==> config.mk <==
export PLATFORM = sky130hd
export DESIGN_NAME = shift_reg_arb_flat
export DESIGN_NICKNAME = d
export VERILOG_FILES = /design/src/rtl/shift_reg_arb_if.sv /design/src/rtl/shift_reg_arb.sv /design/src/flat_wrapper.sv
export SDC_FILE = /design/constraint.sdc
export NUM_CORES = 1
export LEC_CHECK = 0
export CAP_MARGIN = 10
export CORE_MARGIN = 1.5
export CORE_UTILIZATION = 60
export DETAILED_ROUTE_END_ITERATION = 16
export PLACE_DENSITY = 0.85
export RECOVER_POWER = 50
export SYNTH_ARGS = -nofsm -noshare
export SYNTH_HDL_FRONTEND = slang
export SYNTH_HIERARCHICAL = 1
export SYNTH_SLANG_ARGS = --single-unit
==> constraint.sdc <==
create_clock -name clk -period 6.13 [get_ports clk]
set_input_delay 0.9195 -clock clk [delete_from_list [all_inputs] [get_ports clk]]
set_output_delay 0.9195 -clock clk [all_outputs]
set_load 0.005 [all_outputs]
==> src/rtl/shift_reg_arb_if.sv <==
// Requester handshake and pipeline output bus for shift_reg_arb.
// master = producer/consumer side, slave = the arbiter.
interface shift_reg_arb_if #(
  parameter int DATA_WIDTH = 8,
  parameter int NUM_REQ    = 4
);
  localparam int ID_W = (NUM_REQ > 1) ? $clog2(NUM_REQ) : 1;

  logic [NUM_REQ-1:0]            req_valid;
  logic [NUM_REQ*DATA_WIDTH-1:0] req_data;
  logic [NUM_REQ-1:0]            req_ready;
  logic                          out_valid;
  logic [DATA_WIDTH-1:0]         out_data;
  logic [ID_W-1:0]               out_id;

  modport master (
    output req_valid,
    output req_data,
    input  req_ready,
    input  out_valid,
    input  out_data,
    input  out_id
  );

  modport slave (
    input  req_valid,
    input  req_data,
    output req_ready,
    output out_valid,
    output out_data,
    output out_id
  );
endinterface

==> src/rtl/shift_reg_arb.sv <==
// Arbitrated, fixed-latency shared shift pipeline with in-flight tracking and drain.
// Optional macro SHIFT_REG_ARB_FIXED_PRIO_EN selects fixed priority instead of round-robin.
module shift_reg_arb #(
  parameter int DATA_WIDTH = 8,
  parameter int NUM_REQ    = 4,
  parameter int NUM_REGS   = 10
) (
  input  logic                 clk,
  input  logic                 rst,
  shift_reg_arb_if.slave       bus,
  input  logic                 drain,
  output logic                 busy,
  output logic                 drain_done
);
  localparam int ID_W   = (NUM_REQ > 1) ? $clog2(NUM_REQ) : 1;
  localparam int CNT_W  = $clog2(NUM_REGS + 1);
  localparam int PIPE_W = 1 + ID_W + DATA_WIDTH;

  localparam logic [1:0] ST_RUN   = 2'd0;
  localparam logic [1:0] ST_DRAIN = 2'd1;
  localparam logic [1:0] ST_DONE  = 2'd2;
  localparam logic [1:0] ST_HOLD  = 2'd3;

  logic [1:0]            state_q, state_d;
  logic [CNT_W-1:0]      count_q, count_d;
  logic                  busy_q, busy_d;
  logic [NUM_REQ-1:0]    grant;
  logic [ID_W-1:0]       grant_id;
  logic                  accept;
  logic                  admit_en;
  logic [DATA_WIDTH-1:0] grant_data;
  logic [PIPE_W-1:0]     pipe_in;
  logic [PIPE_W-1:0]     pipe_out;

  // Drain masks admission combinationally in the very cycle it is sampled.
  assign admit_en = (state_q == ST_RUN) && !drain;

`ifdef SHIFT_REG_ARB_FIXED_PRIO_EN
  always_comb begin
    grant    = '0;
    grant_id = '0;
    accept   = 1'b0;
    for (int i = 0; i < NUM_REQ; i++) begin
      if (admit_en && !accept && bus.req_valid[i]) begin
        grant[i] = 1'b1;
        grant_id = ID_W'(i);
        accept   = 1'b1;
      end
    end
  end
`else
  logic [ID_W-1:0] ptr_q, ptr_d;
  int              idx;

  // Search starts just past the last winner so every requester gets a turn.
  always_comb begin
    grant    = '0;
    grant_id = '0;
    accept   = 1'b0;
    idx      = 0;
    for (int k = 1; k <= NUM_REQ; k++) begin
      idx = int'(ptr_q) + k;
      if (idx >= NUM_REQ) begin
        idx = idx - NUM_REQ;
      end
      if (admit_en && !accept && bus.req_valid[idx]) begin
        grant[idx] = 1'b1;
        grant_id   = ID_W'(idx);
        accept     = 1'b1;
      end
    end
  end

  always_comb begin
    ptr_d = ptr_q;
    if (accept) begin
      ptr_d = grant_id;
    end
  end

  always_ff @(posedge clk) begin
    if (rst) begin
      ptr_q <= ID_W'(NUM_REQ - 1);
    end else begin
      ptr_q <= ptr_d;
    end
  end
`endif

  always_comb begin
    grant_data = '0;
    if (accept) begin
      grant_data = bus.req_data[int'(grant_id)*DATA_WIDTH +: DATA_WIDTH];
    end
  end

  assign pipe_in       = accept ? {1'b1, grant_id, grant_data} : '0;
  assign bus.req_ready = grant;

  shift_reg #(
    .WIDTH (PIPE_W),
    .DEPTH (NUM_REGS)
  ) u_pipe (
    .clk (clk),
    .rst (rst),
    .d   (pipe_in),
    .q   (pipe_out)
  );

  assign {bus.out_valid, bus.out_id, bus.out_data} = pipe_out;

  always_comb begin
    count_d = count_q;
    case ({accept, bus.out_valid})
      2'b10:   count_d = count_q + CNT_W'(1);
      2'b01:   count_d = count_q - CNT_W'(1);
      default: count_d = count_q;
    endcase
    busy_d = (count_d != '0);
  end

  // DRAIN may finish while the last word is still on the output this cycle.
  always_comb begin
    state_d = state_q;
    case (state_q)
      ST_RUN: begin
        if (drain) begin
          state_d = ST_DRAIN;
        end
      end
      ST_DRAIN: begin
        if ((count_q == '0) || ((count_q == CNT_W'(1)) && bus.out_valid)) begin
          state_d = ST_DONE;
        end
      end
      ST_DONE: begin
        state_d = drain ? ST_HOLD : ST_RUN;
      end
      default: begin
        if (!drain) begin
          state_d = ST_RUN;
        end
      end
    endcase
  end

  always_ff @(posedge clk) begin
    if (rst) begin
      state_q <= ST_RUN;
      count_q <= '0;
      busy_q  <= 1'b0;
    end else begin
      state_q <= state_d;
      count_q <= count_d;
      busy_q  <= busy_d;
    end
  end

  assign busy       = busy_q;
  assign drain_done = (state_q == ST_DONE);

  a_grant_onehot: assert property (@(posedge clk) disable iff (rst) $onehot0(bus.req_ready));
  a_count_bound:  assert property (@(posedge clk) disable iff (rst) count_q <= CNT_W'(NUM_REGS));
endmodule

// Plain DEPTH-stage delay line with synchronous clear; no enable, so it never stalls.
module shift_reg #(
  parameter int WIDTH = 1,
  parameter int DEPTH = 1
) (
  input  logic             clk,
  input  logic             rst,
  input  logic [WIDTH-1:0] d,
  output logic [WIDTH-1:0] q
);
  logic [WIDTH-1:0] stage_d [DEPTH];
  logic [WIDTH-1:0] stage_q [DEPTH];

  always_comb begin
    stage_d[0] = d;
    for (int i = 1; i < DEPTH; i++) begin
      stage_d[i] = stage_q[i-1];
    end
  end

  always_ff @(posedge clk) begin
    for (int i = 0; i < DEPTH; i++) begin
      if (rst) begin
        stage_q[i] <= '0;
      end else begin
        stage_q[i] <= stage_d[i];
      end
    end
  end

  assign q = stage_q[DEPTH-1];
endmodule

==> src/flat_wrapper.sv <==
// flat-port wrapper written by rule: the top's interface ports become plain ports
module shift_reg_arb_flat 
#(
  parameter int DATA_WIDTH = 8,
  parameter int NUM_REQ    = 4,
  parameter int NUM_REGS   = 10
)
  (clk, rst, drain, busy, drain_done, bus_req_valid, bus_req_data, bus_req_ready, bus_out_valid, bus_out_data, bus_out_id);
  shift_reg_arb_if #(.DATA_WIDTH(DATA_WIDTH), .NUM_REQ(NUM_REQ)) bus_i ();
  input  logic clk;
  input  logic rst;
  input  logic drain;
  output logic busy;
  output logic drain_done;
  input wire logic [$bits(bus_i.req_valid)-1:0] bus_req_valid;
  input wire logic [$bits(bus_i.req_data)-1:0] bus_req_data;
  output wire logic [$bits(bus_i.req_ready)-1:0] bus_req_ready;
  output wire logic [$bits(bus_i.out_valid)-1:0] bus_out_valid;
  output wire logic [$bits(bus_i.out_data)-1:0] bus_out_data;
  output wire logic [$bits(bus_i.out_id)-1:0] bus_out_id;
  assign bus_i.req_valid = bus_req_valid;
  assign bus_i.req_data = bus_req_data;
  assign bus_req_ready = bus_i.req_ready;
  assign bus_out_valid = bus_i.out_valid;
  assign bus_out_data = bus_i.out_data;
  assign bus_out_id = bus_i.out_id;
  shift_reg_arb #(.DATA_WIDTH(DATA_WIDTH), .NUM_REQ(NUM_REQ), .NUM_REGS(NUM_REGS)) u_core (.clk(clk), .rst(rst), .bus(bus_i), .drain(drain), .busy(busy), .drain_done(drain_done));
endmodule
=== Yosys cells after proc, flatten, opt, wreduce, memory -nomap -nowiden ===
Memories as Yosys holds them, arrays and structs flattened.
Cells that the tools add are included.

* Bitwise gates (word level): 13
* Add/subtract/negate cells: 10
* Reduce and logical (&&, ||, !) cells: 22
* Multiplexer cells: 56
* Magnitude comparators: 12
* Equal/unequal tests: 8
* Shifts and indexed selects: 1

{| class="wikitable"
|+ Operators by type and width
! cell !! number
|-
| $ge A32 B1 Y1 const B || 4
|-
| $ge A32 B4 Y1 const B || 4
|-
| $lt A32 B4 Y1 const B || 4
|-
| $mux W32 || 4
|-
| $sub A32 B4 Y32 const B || 4
|-
| $mux W11 || 11
|-
| $shiftx A32 B6 Y8 || 1
|-
| $mux W1 || 19
|-
| $mux W2 || 8
|-
| $mux W4 || 4
|-
| $logic_and A1 B1 Y1 || 13
|-
| $or A4 B4 Y4 || 3
|-
| $or A1 B1 Y1 || 10
|-
| $bmux W1 S2 || 4
|-
| $demux W1 S2 || 4
|-
| $pmux W4 S2 || 1
|-
| $add A2 B2 Y3 const B || 2
|-
| $pmux W2 S3 || 1
|-
| $add A2 B3 Y4 const B || 1
|-
| $add A4 B1 Y4 const B || 1
|-
| $eq A2 B1 Y1 const B || 2
|-
| $eq A2 B2 Y1 const B || 2
|-
| $eq A4 B1 Y1 const B || 1
|-
| $logic_not A1 Y1 || 4
|-
| other kinds (10) || 10
|}

* Input port bits: 39
* Memories: 1
* RAM bits: 110
* Register bits after elaboration: 9
* Output and inout bits: 17

{| class="wikitable"
|+ Memories
! memory !! depth !! width !! rd ports !! clocked after Yosys merged registers in !! write ports !! line !! source
|-
| u_core.u_pipe.stage_q || 10 || 11 || 10 || 0 || 10 || shift_reg_arb.sv:177 || <nowiki>logic [WIDTH-1:0] stage_q [DEPTH];</nowiki>
|}

=== Longest topological paths before layout ===
Gate-level depths: netlist of the first run.

* Word-level depth: 23
* Depth in mapped cells: 12
* Depth with buffers taken out: 8

=== Cells and area by module ===
Netlist of the first run, hierarchy kept.

{| class="wikitable"
|+ By module, submodules not included
! module !! sequential area each (um^2) !! area each (um^2) !! cells an instance !! instances
|-
| shift_reg || 2,202.1 || 3,019.1 || 232 || 1
|-
| shift_reg_arb || 180.2 || 1,766.7 || 212 || 1
|}

=== Worst setup path after synthesis of the first run ===
Ideal clock, no wire load.

* Path type: register to output
* Start point: register u_core.ptr_q[1]
* End point: output bus_req_ready[0]
* Arrival time: 2.457 ns
* Cell stages (with the launch flop): 10
* Slack: 2.753 ns
* Path buffers: 2
* Path through: dfxtp_1 > buf_2 > inv_1 > ha_1 > buf_4 > mux2_2 > mux2_2 > and3_1 > a22o_1 > a221o_1

* Cells in the longest elaborated chain, start to end: 20
* Elaborated cells between the ends (all ways): 68

{| class="wikitable"
|+ Ends and longest elaborated chain
! element !! line !! source
|-
| start, declared || shift_reg_arb.sv:52 || <nowiki>logic [ID_W-1:0] ptr_q, ptr_d;</nowiki>
|-
| start signal, assigned || shift_reg_arb.sv:83 || <nowiki>ptr_q <= ID_W'(NUM_REQ - 1);</nowiki>
|-
| start signal, assigned || shift_reg_arb.sv:85 || <nowiki>ptr_q <= ptr_d;</nowiki>
|-
| parallel branches: the longest is 19 deep, another holds $sub A32 B4 Y32 || - ||
|-
| $mux W4 (*) || shift_reg_arb.sv:66 || <nowiki>if (admit_en && !accept && bus.req_valid[idx]) begin</nowiki>
|-
| end, declared || flat_wrapper.sv:17 || <nowiki>output wire logic [$bits(bus_i.req_ready)-1:0] bus_req_ready;</nowiki>
|}

Every way passes the cells marked *. The select of a mux whose other input is x is not followed.

=== Worst setup path after layout of the first run ===
* Start point: register u_core.ptr_q[0]
* End point: output bus_req_ready[3]

The elaborated chain is that of the path after synthesis.

==> impl_metrics.toml, run 1 <==
[clock_tree]
cts_tree = "built"
cts_buffers = 17
clockRootBuffer = "clkbuf_8"
clkSinkCount = 119
path_clk_slew_ns = 0.06
post_cts_buffers = 0
clk_latency_ns = 0.51
cts-resized-gates = 0
cts-htree-levels = 4
ctsHoldBuffers = 0
clockBufferDepth = 2

[worst_setup_path]
cpMostUsedCell = "nor2b_1"
slowest_stage = "dfxtp_1"
crit_path_end_kind = "output port"
cp.arrival_ns = 4.26
slowest_delay_ns = 0.78
r2r_cells = 8
path_max_fanout = 36
path_delay_family = "buffers and inverters"
crit_cells = 9
cp_num_buf_inv = 3
cp.required_ns = 5.21
crit_path_start_kind = "register"
crit_type = "register to output port"
crit_chain = "inv_1 -> ha_1 -> mux4_2 -> nor2b_1 -> buf_4 -> nor2b_1 -> a22o_1 -> a221o_1 -> clkdlybuf4s50_1"

[sta]
finalCritPeriodShare_pct = 84.44
finalHoldViolations = 0
finalCriticalPeriod_ns = 5.176
rsz0062_at_grt = "no"
drv_slew = 120
setup-violations-final = 0
clock_skew_ns = 0.007996
setup-tns-final_ns = 0
worst_slew_pin_slew_ns = 4.479
timing.fmax_mhz = 193.2
max_slew_margin_pct = -198.6

[global_route]
grt_start_max_net_pins = 120
antenna_found_initial = 0
grt_overflow = 0
grt_pass1_vias = 3197
grt_pass1_wl_mm = 14.69
groute.usage.overall_pct = 22.46

[floorplanning]
die_w_um = 92.31
die_h_um = 92.31
initial_core_util_pct = 61.93
core_mm2 = 0.007727
row_count = 32
die_area_mm2 = 0.008521
io_pins = 56

[routing]
routed_wl_mm = 9.104
drt_iter0_drc = 158
drt-vias-per-instance = 5.444
vias = 3272
wl_per_cell_um = 15.15
firstDrtPassIters = 6
postRouteAntennaNets = 0
drc_errors = 0

[placed_design]
place.gp.congestion = 0.8016
dpl.hpwl_mm = 4.862
port_buffers = 55

[cells_and_area]
num-fill-cells = 467
antennaDiodeCount = 0
nNetsFinal = 541
syn2layout_area_growth_pct = 22.75
drive_gt1_share_pct = 10.82

[yosys]
synth_edf_count = 0
synth_flop_cell = "dfxtp_1"
synth_area_leaders = "dfxtp_1 50%, nor2b_1 15%, ha_1 3.7%"
ys_seq_area_share_pct = 49.78
syn_inst = 444
ys_ff_latch = 119
synthDistinctLibCells = 50
synthArstFlopShare_pct = 0
avgSynthCellArea_um2 = 10.78
yosysTopAreaCellShare_pct = 49.78
synth.yosys.warnings = 6
syn_area_mm2 = 0.004786
syn-num-nets = 497
synth_top_area_cell = "dfxtp_1"

[pwr]
ir_drop_mv = 0.1349
total_power_w = 0.002125
p_leak_nw = 2.335
powerDensity_mw_per_mm2 = 361.7

[min_path]
hold_depth = 1
hold_class = "register to register"

[run]
cap_violations = 1

[status]
status = "complete, but fails checks"
failed_checks = "max-capacitance violations, max-slew violations"
-- Yosys cell counts (all sizes together) (6+ instances only) --
cell    instances
ha             14
mux2            6
a21boi         16
dfxtp         119
a211oi         19
buf            26
inv            12
nor2b         116
nor4b          17
and3           17
o22ai          10
a21oi           8
clkbuf          8
-- final timing paths --
| check | start | to | slack (ns) |
|---|---|---|---|
| worst max-delay path | u_core/ptr_q[0] | bus_req_ready[3] | 0.95 |
| worst min-delay path | u_core/u_pipe/stage_q[6][0] | u_core/u_pipe/stage_q[7][0] | 0.44 |
| worst max register to register | u_core/ptr_q[0] | u_core/u_pipe/stage_q[0][3] | 2.05 |
| worst min register to register | u_core/u_pipe/stage_q[6][0] | u_core/u_pipe/stage_q[7][0] | 0.44 |
-- where the power goes --
part / switching, W / leakage [nW] / internal, W / total [W]
sequential: 0.0000167 / 0.962 / 0.000794 / 0.000811
combinational: 0.000121 / 1.06 / 0.000108 / 0.000229
clock: 0.000336 / 0.317 / 0.000749 / 0.00108
total: 0.000473 / 2.33 / 0.00165 / 0.00212
-- layer usage --
metal	vias to the layer above	wire, um	GRT usage, %	part of all wire [%]
met4	0	127	9.359	1.4
li1	1618	-	-	-
met5	-	0	0	0
met2	100	4980	42.16	55
met3	15	347	7.061	3.8
met1	1539	3649	22.64	40
-- state kept, by name, indices dropped and copies added, names as in the netlist --
register / count
u_core/busy: 1
u_core/count_q: 4
u_core/ptr_q: 2
u_core/state_q: 2
u_core/u_pipe/stage_q: 110
-- through the flow --
stage	cells	cell area, um2	setup WS [ns]	hold slack, ns	utilization (%)
global placement	571	5226	1.709	0.4157	67.63
finish	601	5874	0.9540	0.4354	76.02
global route	601	5874	0.6518	0.4501	76.02
detailed placement	571	5226	1.519	0.4223	67.63
CTS	601	5878	0.9716	0.4358	76.07
floorplan	444	4786	2.753	0.4138	-
-- cell families (layout without fill, tap and decap cells) --
| group | count (synthesis) | after routing | synth area share, % |
|---|---|---|---|
| simple gates | 176 | 176 | 24.08 |
| flops | 119 | 119 | 49.78 |
| compound gates | 77 | 77 | 13.07 |
| buf+inv | 46 | 101 | 6.484 |
| fa+ha+maj | 14 | 14 | 3.660 |
| mux | 12 | 12 | 2.928 |
-- area by class of cell --
type | instances | area, um2 | share of cell area [%]
tap | 102 | 127.6 | 2.173
sequential | 119 | 2382 | 40.55
timing repair buffer | 59 | 574.3 | 9.776
clock buffer | 18 | 427.9 | 7.284
multi-input combinational | 279 | 2093 | 35.63
clock inverter | 12 | 224.0 | 3.813
inverter | 12 | 45.04 | 0.7668
-- layout by cell type (no fill, tap or decap), types with 3 or more instances in the layout --
master and instances:
a21boi_0 13, a211oi_1 13, ha_1 14, nor2_1 5
inv_1 11, buf_4 4, and3_1 17, a21oi_1 8
clkbuf_16 16, a21boi_1 3, bufinv_16 6, nand2_1 4
mux2_2 5, a211oi_2 6, o22ai_1 10, dfxtp_1 119
clkdlybuf4s50_1 54, nor2b_1 116, mux2i_1 5, a22o_1 5
o21ai_0 4, nor4b_1 17, a221o_1 4
Power figures use the tool's default switching activity.
==> inputs of run 2 (changes only) <==
- CORE_UTILIZATION: 60 -> 55
- PLACE_DENSITY: 0.85 -> 0.79
- clock period: 6.13 -> 5.4 ns (I/O delays scaled with it)
==> run 2 against run 1 <==
  * The run still ends with max-capacitance violations, max-slew violations left
  * Total power increased by 5.1%
  * Register-to-register slack got worse by 0.70 ns
  * Largest cell class unchanged
  * Combinational power increased by 12%
  * Critical endpoint is now bus_req_ready[0]
  * First-iteration DRC count increased by 25%
==> impl_metrics.toml, run 2 (synthesized netlist as in run 1, its figures left out) <==
[sta]
clock_skew_ns = 0.007643
finalHoldViolations = 0
finalCriticalPeriod_ns = 5.044
worst_slack_ns = 0.3564
worst_slew_pin_slew_ns = 2.477
drv_slew = 122
setup-violations-final = 0
max_slew_margin_pct = -65.12
setup-tns-final_ns = 0
rsz0062_at_grt = "no"
finalCritPeriodShare_pct = 93.40
timing.fmax_mhz = 198.3

[cells_and_area]
final_cell_count_no_fill = 607
syn2layout_area_growth_pct = 21.36
nNetsFinal = 542
final_common_cell = "dfxtp_1"
num-fill-cells = 613
largest_reg_flops = 110
top_register = "u_core/u_pipe/stage_q"
drive_gt1_share_pct = 10.96
reg_top3 = "u_core/u_pipe/stage_q x110, u_core/count_q x4"
layout_common_cells = "119 x dfxtp_1, 116 x nor2b_1, 54 x clkdlybuf4s50_1"
antennaDiodeCount = 0

[status]
status = "complete, but fails checks"
failed_checks = "max-capacitance violations, max-slew violations"

[placed_design]
dpl.hpwl_mm = 5.004
place_ws_ns = 0.8943
placedCellCount = 575
place.gp.congestion = 0.8099
port_buffers = 55

[global_route]
grt_pass1_vias = 2992
antenna_found_initial = 0
grt_overflow = 0
grt_start_max_net_pins = 64
grt_pass1_wl_mm = 13.13
groute.usage.overall_pct = 18.76

[clock_tree]
post_cts_buffers = 0
clockBufferDepth = 2
cts_buffers = 17
cts-resized-gates = 0
clk_latency_ns = 0.50
path_clk_slew_ns = 0.06
clkSinkCount = 119
clockRootBuffer = "clkbuf_8"
ctsHoldBuffers = 0
cts-htree-levels = 4
cts_tree = "built"

[worst_setup_path]
crit_path_end_kind = "output port"
slowest_stage = "dfxtp_1"
slowest_delay_ns = 0.80
cpMostUsedCell = "nor2b_1"
crit_chain = "inv_1 -> ha_1 -> mux4_2 -> nor2b_1 -> buf_4 -> nor2b_1 -> a22o_1 -> a221o_1 -> clkdlybuf4s50_1"
path_max_fanout = 36
path_delay_family = "buffers and inverters"
cp.required_ns = 4.59
crit_type = "register to output port"
cp.arrival_ns = 4.23
crit_path_start_kind = "register"
cp_num_buf_inv = 3

[routing]
highest_layer = "met4"
wl_per_cell_um = 13.25
postRouteAntennaNets = 0
dr_wl_met2_mm = 3.985
wl_met1_mm = 3.528
firstDrtPassIters = 4
drt-vias-per-instance = 5.295
drt_iter0_drc = 197
vias = 3214
drc_errors = 0
dr_wl_met3_um = 337
routed_wl_mm = 8.042

[run]
cap_violations = 2

[floorplanning]
core_mm2 = 0.008341
die_h_um = 96.28
io_pins = 56
die_w_um = 96.28
initial_core_util_pct = 57.38
row_count = 33
die_area_mm2 = 0.009270

[min_path]
hold_class = "register to register"

[pwr]
ir_drop_mv = 0.1674
p_leak_nw = 2.286
powerDensity_mw_per_mm2 = 384.7
-- run 2: worst paths after layout --
check	cells past startpoint	endpoint	startpoint	slack, ns
setup / recovery	9	bus_req_ready[0]	u_core/ptr_q[0]	0.36
hold / removal	1	u_core/u_pipe/stage_q[1][4]	u_core/u_pipe/stage_q[0][4]	0.43
setup reg to reg	8	u_core/u_pipe/stage_q[0][4]	u_core/ptr_q[0]	1.35
hold reg to reg	1	u_core/u_pipe/stage_q[1][4]	u_core/u_pipe/stage_q[0][4]	0.43
-- run 2: area by class of cell --
class | instances | area [um2] | area share, %
clock inverters | 13 | 146.4 | 2.520
inverters | 12 | 45.04 | 0.7755
flip-flops and latches | 119 | 2382 | 41.02
multi-input cells | 279 | 2093 | 36.04
repair buffers | 60 | 578.1 | 9.953
well taps | 105 | 131.4 | 2.262
clock buffers | 19 | 431.7 | 7.432
-- run 2: power breakdown --
part | total, W | internal, W | leakage [nW] | switching [W]
logic | 0.000256 | 0.000123 | 1.06 | 0.000133
registers | 0.000920 | 0.000902 | 0.962 | 0.0000183
clock network | 0.00106 | 0.000672 | 0.267 | 0.000386
-- run 2: worst register-to-register path: stages, from the launching register on --
cell       delay [ns]
dfxtp_1          0.80
inv_1            0.33
ha_1             0.56
or4b_4           0.52
o2111ai_4        0.48
or3_1            0.67
a211oi_1         0.28
o22ai_1          0.20
nor2b_1          0.13
-- run 2: layer usage --
layer / GRT usage, % / vias up
met3: 6.398 / 13
met4: 10.42 / 0
met2: 31.98 / 89
met1: 20.26 / 1487
met5: 0 / -
li1: - / 1625
-- run 2: per-stage QoR --
stage / hold slack, ns / utilization (%) / power [W] / instance area (um2)
after floorplan: 0.4138 / - / 0.001128 / 4786
after global placement: 0.4153 / 62.80 / 0.001183 / 5238
after detailed placement: 0.4204 / 62.80 / 0.001191 / 5238
after CTS: 0.4322 / 69.73 / 0.002256 / 5816
after global routing: 0.4460 / 69.64 / 0.002329 / 5808
final: 0.4296 / 69.64 / 0.002234 / 5808
